[src/rtl/reduce_stream.sv]
// reduce_stream: reduces every bit of every beat of a packet to a single
// result bit (OR / AND / XOR / NOR). It reports the result together with the
// number of beats in the packet. A packet is force-terminated at MAXLEN beats
// if in_last has not arrived by then.
module reduce_stream #(
  parameter int WIDTH  = 4,
  parameter int MAXLEN = 16,
  localparam int CNTW  = $clog2(MAXLEN + 1)
) (
  input  logic             clk,
  input  logic             reset,
  input  logic [1:0]       mode,
  input  logic             in_valid,
  output logic             in_ready,
  input  logic [WIDTH-1:0] in_data,
  input  logic             in_last,
  output logic             out_valid,
  input  logic             out_ready,
  output logic             out_result,
  output logic [CNTW-1:0]  out_count,
  output logic             out_overflow
);

  typedef enum logic [1:0] {
    IDLE  = 2'b00,
    ACCUM = 2'b01,
    HOLD  = 2'b10
  } state_t;

  localparam logic [1:0] MODE_OR  = 2'b00;
  localparam logic [1:0] MODE_AND = 2'b01;
  localparam logic [1:0] MODE_XOR = 2'b10;
  localparam logic [1:0] MODE_NOR = 2'b11;

  state_t            state;
  state_t            state_next;
  logic [1:0]        mode_q;
  logic              acc;
  logic [CNTW-1:0]   count;

  logic              accept;
  logic [1:0]        eff_mode;
  logic              word_r;
  logic              next_acc;
  logic [CNTW-1:0]   next_count;
  logic              terminal;

  // The block only stalls the input while a finished result is waiting.
  assign in_ready = (state != HOLD);
  assign accept   = in_valid & in_ready;

  // The first beat of a packet uses the live mode; later beats use the copy
  // latched on that first beat, so mid-packet mode changes are ignored.
  assign eff_mode = (state == IDLE) ? mode : mode_q;

  // Reduce the incoming word to one bit; NOR reduces with OR and is inverted
  // only when the final result is presented.
  always_comb begin
    word_r = 1'b0;
    case (eff_mode)
      MODE_OR:  word_r = |in_data;
      MODE_AND: word_r = &in_data;
      MODE_XOR: word_r = ^in_data;
      MODE_NOR: word_r = |in_data;
      default:  word_r = |in_data;
    endcase
  end

  // Fold the word reduction into the running accumulator and beat count.
  always_comb begin
    next_acc   = word_r;
    next_count = CNTW'(1);
    if (state == ACCUM) begin
      next_count = count + CNTW'(1);
      case (mode_q)
        MODE_OR:  next_acc = acc | word_r;
        MODE_AND: next_acc = acc & word_r;
        MODE_XOR: next_acc = acc ^ word_r;
        MODE_NOR: next_acc = acc | word_r;
        default:  next_acc = acc | word_r;
      endcase
    end
  end

  // A beat ends the packet on in_last or when it is the MAXLEN-th beat.
  assign terminal = in_last | (next_count == CNTW'(MAXLEN));

  // State register.
  always_ff @(posedge clk) begin
    if (reset) begin
      state <= IDLE;
    end else begin
      state <= state_next;
    end
  end

  // Next-state logic: accepted beats move towards HOLD, a handshake leaves it.
  always_comb begin
    state_next = state;
    case (state)
      IDLE: begin
        if (accept) begin
          state_next = terminal ? HOLD : ACCUM;
        end
      end
      ACCUM: begin
        if (accept && terminal) begin
          state_next = HOLD;
        end
      end
      HOLD: begin
        if (out_valid && out_ready) begin
          state_next = IDLE;
        end
      end
      default: state_next = IDLE;
    endcase
  end

  // Accumulator, beat counter, latched mode and the registered result.
  always_ff @(posedge clk) begin
    if (reset) begin
      mode_q       <= MODE_OR;
      acc          <= 1'b0;
      count        <= '0;
      out_valid    <= 1'b0;
      out_result   <= 1'b0;
      out_count    <= '0;
      out_overflow <= 1'b0;
    end else if (accept) begin
      acc   <= next_acc;
      count <= next_count;
      if (state == IDLE) begin
        mode_q <= mode;
      end
      if (terminal) begin
        out_valid    <= 1'b1;
        out_result   <= (eff_mode == MODE_NOR) ? ~next_acc : next_acc;
        out_count    <= next_count;
        out_overflow <= ~in_last;
      end
    end else if ((state == HOLD) && out_ready) begin
      out_valid <= 1'b0;
    end
  end

endmodule

[config.mk]
export PLATFORM = sky130hd
export DESIGN_NAME = reduce_stream
export DESIGN_NICKNAME = d
export VERILOG_FILES = /design/src/rtl/reduce_stream.sv
export SDC_FILE = /design/constraint.sdc
export NUM_CORES = 1
export LEC_CHECK = 0
export CAP_MARGIN = 25
export CORE_MARGIN = 3
export CORE_UTILIZATION = 45
export DETAILED_ROUTE_END_ITERATION = 12
export PLACE_DENSITY_LB_ADDON = 0.3
export SLEW_MARGIN = 10
export SYNTH_ARGS = -nofsm -noshare
export SYNTH_HDL_FRONTEND = slang
export SYNTH_SLANG_ARGS = --single-unit
[constraint.sdc]
create_clock -name clk -period 3.1 [get_ports clk]
set_clock_uncertainty 0.2 [all_clocks]
set_input_delay 0.62 -clock clk [delete_from_list [all_inputs] [get_ports clk]]
set_output_delay 0.62 -clock clk [all_outputs]
set_load 0.05 [all_outputs]
==> flow_summary.json, run 1 <==
{
  "antenna_found_initial": 0,
  "busiest_layer": "met2",
  "via_count": 1042,
  "synth_seq_cells": 18,
  "leakagePower_nw": 0.639,
  "drtIter0Drc": 16,
  "htree_levels": 1,
  "min_period_over_period": 1.01,
  "ys_seq_area_frac": 0.321,
  "clk_pin_slew_worst_paths_ps": 110,
  "cp_top_family": "simple AND/OR/NAND/NOR gates",
  "instances_no_fill": 188,
  "grt_pass1_vias": 991,
  "start_kind": "flip-flop",
  "cts_sinks": 18,
  "vias_per_cell": 5.54,
  "cts_tree": "done",
  "arrival_ps": 3150,
  "powerDensity_nw_per_um2": 398,
  "synth_area_um2": 1120,
  "grt_max_degree": 19,
  "root_buffer": "clkbuf_4",
  "use_met2": 0.282,
  "fmax_mhz": 321,
  "crit_type": "flip-flop to flip-flop",
  "endpoint_kind": "flip-flop",
  "dp.cells": 180,
  "slew_headroom": 0.531,
  "grt.total_usage": 0.167,
  "synthCells": 131,
  "cap_violations": 0,
  "min_path_type": "flip-flop to flip-flop",
  "worst_slack_ps": -17.4,
  "synth_flop_cell": "dfxtp_1",
  "syn_nets": 154,
  "core_um2": 2300,
  "wl_um": 2650,
  "gr-total-overflow": 0,
  "holdBufCountCts": 0,
  "synth_warnings": 0,
  "final.min_clock_period_ps": 3120,
  "dr.pass1.iters": 4,
  "slowest_stage": "or4_1",
  "crit_buf_inv": 2,
  "wl_per_cell_um": 14.1,
  "yosysMostFrequentCell": "dfxtp_1",
  "final_max_slew_viol_count": 0,
  "initial_core_util": 0.488,
  "ys_top_cells_by_count": "18 x dfxtp_1, 13 x inv_1, 12 x a21oi_1, 12 x ha_1, 8 x nand2_1",
  "yosysTopAreaCell": "dfxtp_1",
  "die_x_um": 55.9,
  "dieArea_um2": 3130,
  "place_area_um2": 1390,
  "cp.required_ps": 3130,
  "cts_max_path_buffers": 2,
  "drc_errors": 0,
  "violations": "negative setup slack",
  "antenna_left": 0,
  "insertion_delay_ps": 300,
  "area_growth_pct": 36.8,
  "final_util": 0.668,
  "path_cells": "nor2_4 -> mux2i_2 -> inv_2 -> ha_4 -> a211oi_4 -> a211o_1 -> inv_1 -> ha_1 -> and2_4 -> o311a_1 -> a211oi_1 -> or4_1 -> a21oi_2",
  "rsz0062_at_grt": "yes",
  "tightest_slew_ps": 702,
  "irDropWorstVdd_uv": 267,
  "finish.instance_area_um2": 1530,
  "timing.final.hold_violations": 0,
  "die_h_um": 55.9,
  "hpwlAfterDp_um": 1830,
  "setup_viol": 1,
  "final_layout_size_suffix_gt1_frac": 0.231,
  "io_pins": 20,
  "avgSynthCellArea_um2": 8.56,
  "synth-edff-count": 0,
  "path_max_fanout": 2,
  "yosys-top-cells-area": "dfxtp_1 32%, ha_1 13%, a21oi_1 5.4%",
  "cts_made_buffers": 3,
  "std_cell_rows": 17,
  "yosys.area.top_type_share": 0.321,
  "grt_pass1_wl_um": 4310,
  "port_buffers": 19,
  "synth.distinct_cells": 38,
  "async_reset_ff_frac": 0,
  "met1_usage": 0.213,
  "gp_congestion": 0.804,
  "fin_nets": 184,
  "status": "finished with violations",
  "cp_slowest_stage_delay_ps": 490,
  "antennaDiodeCount": 0,
  "grt_util_met3": 0.0557
}
[where the power goes]
group / internal, W / switching [W]
sequential: 0.000243 / 0.00000938
combinational: 0.0000996 / 0.000111
clock: 0.0000716 / 0.0000754
[flip-flops by register name (all words and copies together) (netlist names)]
| name | count |
|---|---|
| state | 2 |
| out_valid | 1 |
| mode_q | 2 |
| acc | 1 |
| out_result | 1 |
| count | 5 |
| out_count | 5 |
| out_overflow | 1 |
[worst min-delay path: stages (launching register included)]
cell	delay, ps
dfxtp_1	320
o21ai_0	60
a21oi_1	60
[through the flow]
stage	hold WS (ps)	TNS (ps)	total power (W)	worst slack (ps)
3_5_place_dp	269	-821	0.000422	-495
4_1_cts	284	-80.3	0.000574	-80.3
3_3_place_gp	261	-707	0.000417	-428
2_1_floorplan	259	0	0.000362	5.27
5_1_grt	323	-177	0.000642	-177
6_report	281	-17.4	0.000610	-17.4
[final timing paths]
kind / slack (ps) / cells after the start / from / end
worst max-delay path: -20 / 13 / state[1] / out_result
worst min register to register: 280 / 2 / out_count[1] / out_count[1]
worst max register to register: -20 / 13 / state[1] / out_result
worst min-delay path: 280 / 2 / out_count[1] / out_count[1]
[cell type report]
type / instances / area, um^2
Timing Repair Buffer: 30 / 269
Tap cell: 28 / 35.0
Multi-Input combinational cell: 95 / 782
Fill cell: 186 / 763
Clock buffer: 4 / 36.3
Inverter: 13 / 48.8
Sequential cell: 18 / 363
[routing by layer]
metal,routed length [um],up-vias
met5,0,-
met3,109,2
met4,14,0
met1,1270,498
met2,1250,18
li1,-,524
[cells in the final DEF, fill, tap and decap left out, drive strengths merged, types with 2 or more instances in the layout]
master / Yosys / layout
a211oi: 7 / 7
a21oi: 12 / 12
a31oi: 2 / 2
and2: 3 / 3
and3: 3 / 3
buf: 2 / 11
clkbuf: 3 / 4
clkdlybuf4s50: 0 / 13
dfxtp: 18 / 18
dlygate4sd2: 0 / 6
ha: 12 / 12
inv: 13 / 13
mux2i: 4 / 4
nand2: 8 / 8
nand2b: 2 / 2
nand3: 2 / 2
nand4: 2 / 2
nor2: 7 / 7
nor2b: 3 / 3
nor3: 5 / 5
o21ai: 7 / 7
xor2: 2 / 2
[logic make-up after synthesis]
| group | Yosys count | synth area share |
|---|---|---|
| xor gates and xnor gates | 3 | 0.0402 |
| DFF | 18 | 0.321 |
| buffers and inverters | 18 | 0.0614 |
| AOI/OAI and AO/OA | 35 | 0.203 |
| muxes | 5 | 0.0458 |
| adders and majority gates | 12 | 0.134 |
| and+or+nand+nor | 40 | 0.194 |
[repair_timing]
| item | CTS | global route |
|---|---|---|
| resized for setup | 12 | 13 |
| endpoints found under the hold margin | 0 | 0 |
| endpoints found under the setup margin | 2 | 1 |
| pin swaps | 10 | 6 |
| buffers inserted | 2 | 2 |
(Power assumes the default switching activity.)
==> run 2: changes to the inputs <==
--- a/config.mk
+++ b/config.mk
@@ -10,7 +10,7 @@
 export CORE_UTILIZATION = 45
 export DETAILED_ROUTE_END_ITERATION = 12
 export PLACE_DENSITY_LB_ADDON = 0.3
-export SLEW_MARGIN = 10
+export SLEW_MARGIN = 25
 export SYNTH_ARGS = -nofsm -noshare
 export SYNTH_HDL_FRONTEND = slang
 export SYNTH_SLANG_ARGS = --single-unit
==> results of run 2 <==
Same layout as run 1: the final DEF is identical, and so are final timing and power.
==> run 3: changes to the inputs <==
--- a/config.mk
+++ b/config.mk
@@ -7,7 +7,7 @@
 export LEC_CHECK = 0
 export CAP_MARGIN = 25
 export CORE_MARGIN = 3
-export CORE_UTILIZATION = 45
+export CORE_UTILIZATION = 46
 export DETAILED_ROUTE_END_ITERATION = 12
 export PLACE_DENSITY_LB_ADDON = 0.3
 export SLEW_MARGIN = 25
==> flow_summary.json, run 3 (synthesis results as in run 1) <==
{
  "cts_made_buffers": 3,
  "fmax_mhz": 324,
  "root_buffer": "clkbuf_4",
  "gp_congestion": 0.807,
  "timing.final.hold_violations": 0,
  "hpwlAfterDp_um": 1920,
  "vias_per_cell": 5.59,
  "antenna_left": 0,
  "port_buffers": 19,
  "clk_pin_slew_worst_paths_ps": 110,
  "initial_core_util": 0.497,
  "setup_tns_ps": 0,
  "antennaDiodeCount": 0,
  "setup_viol": 0,
  "total_power_w": 0.000610,
  "min_path_type": "flip-flop to flip-flop",
  "holdBufCountCts": 0,
  "start_kind": "flip-flop",
  "area_growth_pct": 36.8,
  "rsz0062_at_grt": "yes",
  "grt_pass1_wl_um": 4460,
  "drc_errors": 0,
  "busiest_layer": "met2",
  "path_cells": "nor2_4 -> mux2i_2 -> inv_2 -> ha_4 -> a211oi_4 -> a211o_1 -> inv_1 -> ha_1 -> and2_4 -> o311a_4 -> a211oi_2 -> or4_1 -> a21oi_2",
  "htree_levels": 1,
  "path_max_fanout": 2,
  "status": "completed",
  "final_layout_size_suffix_gt1_frac": 0.239,
  "use_met2": 0.302,
  "met1_usage": 0.227,
  "core_um2": 2250,
  "slowest_stage": "or4_1",
  "std_cell_rows": 17,
  "die_x_um": 55.4,
  "wl_um": 2810,
  "irDropWorstVdd_uv": 310,
  "final_cell_mix": "16 x dfxtp_1, 13 x clkdlybuf4s50_1, 11 x inv_1, 11 x a21oi_1, 10 x ha_1",
  "cp_slowest_stage_delay_ps": 480,
  "io_pins": 20,
  "cp.required_ps": 3120,
  "reg.largest.list": "count x5, out_count x5",
  "leakagePower_nw": 0.633,
  "die_h_um": 55.4,
  "grt_max_degree": 19,
  "layout_commonest_cell": "dfxtp_1",
  "grt_pass1_vias": 1023,
  "dieArea_um2": 3070,
  "cap_violations": 0,
  "grt.total_usage": 0.178,
  "drtIter0Drc": 23,
  "crit_type": "flip-flop to flip-flop",
  "wl_per_cell_um": 15.0,
  "powerDensity_nw_per_um2": 398,
  "cts_max_path_buffers": 2,
  "final_max_slew_viol_count": 0,
  "endpoint_kind": "flip-flop",
  "cts_sinks": 18,
  "cts_tree": "done",
  "slew_headroom": 0.543,
  "final.min_clock_period_ps": 3090,
  "via_count": 1046,
  "fin_nets": 183,
  "antenna_found_initial": 0,
  "tightest_slew_ps": 685,
  "grt_util_met3": 0.0327,
  "insertion_delay_ps": 300,
  "dr.pass1.iters": 4,
  "min_period_over_period": 0.995,
  "arrival_ps": 3110,
  "gr-total-overflow": 0
}
## run 3: changes by cell type in the layout (fill, tap and decap cells not counted)
cell,change
o31ai_2,+1
buf_4,-1
o311a_1,-1
o31ai_4,-1
o311a_4,+1
a211oi_1,-1
a211oi_2,+1
## run 3: layer usage
metal / up-vias / routed length [um]
met2: 30 / 1400
met3: 5 / 124
li1: 521 / -
met5: - / 0
met1: 490 / 1250
met4: 0 / 37
## run 3: report_power, final
group | leakage [nW] | internal (W) | switching [W] | total (W)
combinational | 0.464 | 0.0000972 | 0.000113 | 0.000210
sequential | 0.148 | 0.000243 | 0.00000981 | 0.000253
clock | 0.0210 | 0.0000716 | 0.0000760 | 0.000148
total | 0.633 | 0.000412 | 0.000198 | 0.000610
## run 3: area by class of cell
| cell class | count | area [um^2] |
|---|---|---|
| Timing Repair Buffer | 29 | 262 |
| Fill cell | 194 | 721 |
| Inverter | 13 | 48.8 |
| Multi-Input combinational cell | 95 | 790 |
| Clock buffer | 4 | 36.3 |
| Tap cell | 28 | 35.0 |
| Sequential cell | 18 | 363 |
## run 3: final timing paths
check	to	slack [ps]	startpoint	cells after the start
setup / recovery	out_result	10	state[1]	13
hold / removal	out_count[2]	280	out_count[2]	2
setup reg to reg	out_result	10	state[1]	13
hold reg to reg	out_count[2]	280	out_count[2]	2
## run 3: what timing repair did
action / CTS / global route
setup buffers: 2 / 1
setup endpoints to repair: 2 / 2
resized for setup: 12 / 14
endpoints found under the hold margin: 0 / 0
pin swaps: 11 / 8
## run 3: critical path, delay by kind of cell (launching register included)
family,cells,cell delay [ps]
multiplexers,1,280
AND/OR/NAND/NOR,3,770
buffers and inverters,2,140
AO/OA/AOI/OAI,5,760
adder cells (fa/ha/maj),2,520
flip-flops,1,350
## run 3: metrics by stage
stage,util,cells,hold slack [ps],cell area [um^2],setup WS (ps)
after floorplan,-,131,259,1140,5.27
after global placement,0.618,180,261,1390,-420
after detailed placement,0.618,180,270,1390,-507
after CTS,0.644,186,284,1450,-51.8
after global routing,0.680,187,315,1530,-102
final,0.680,187,285,1530,14.2
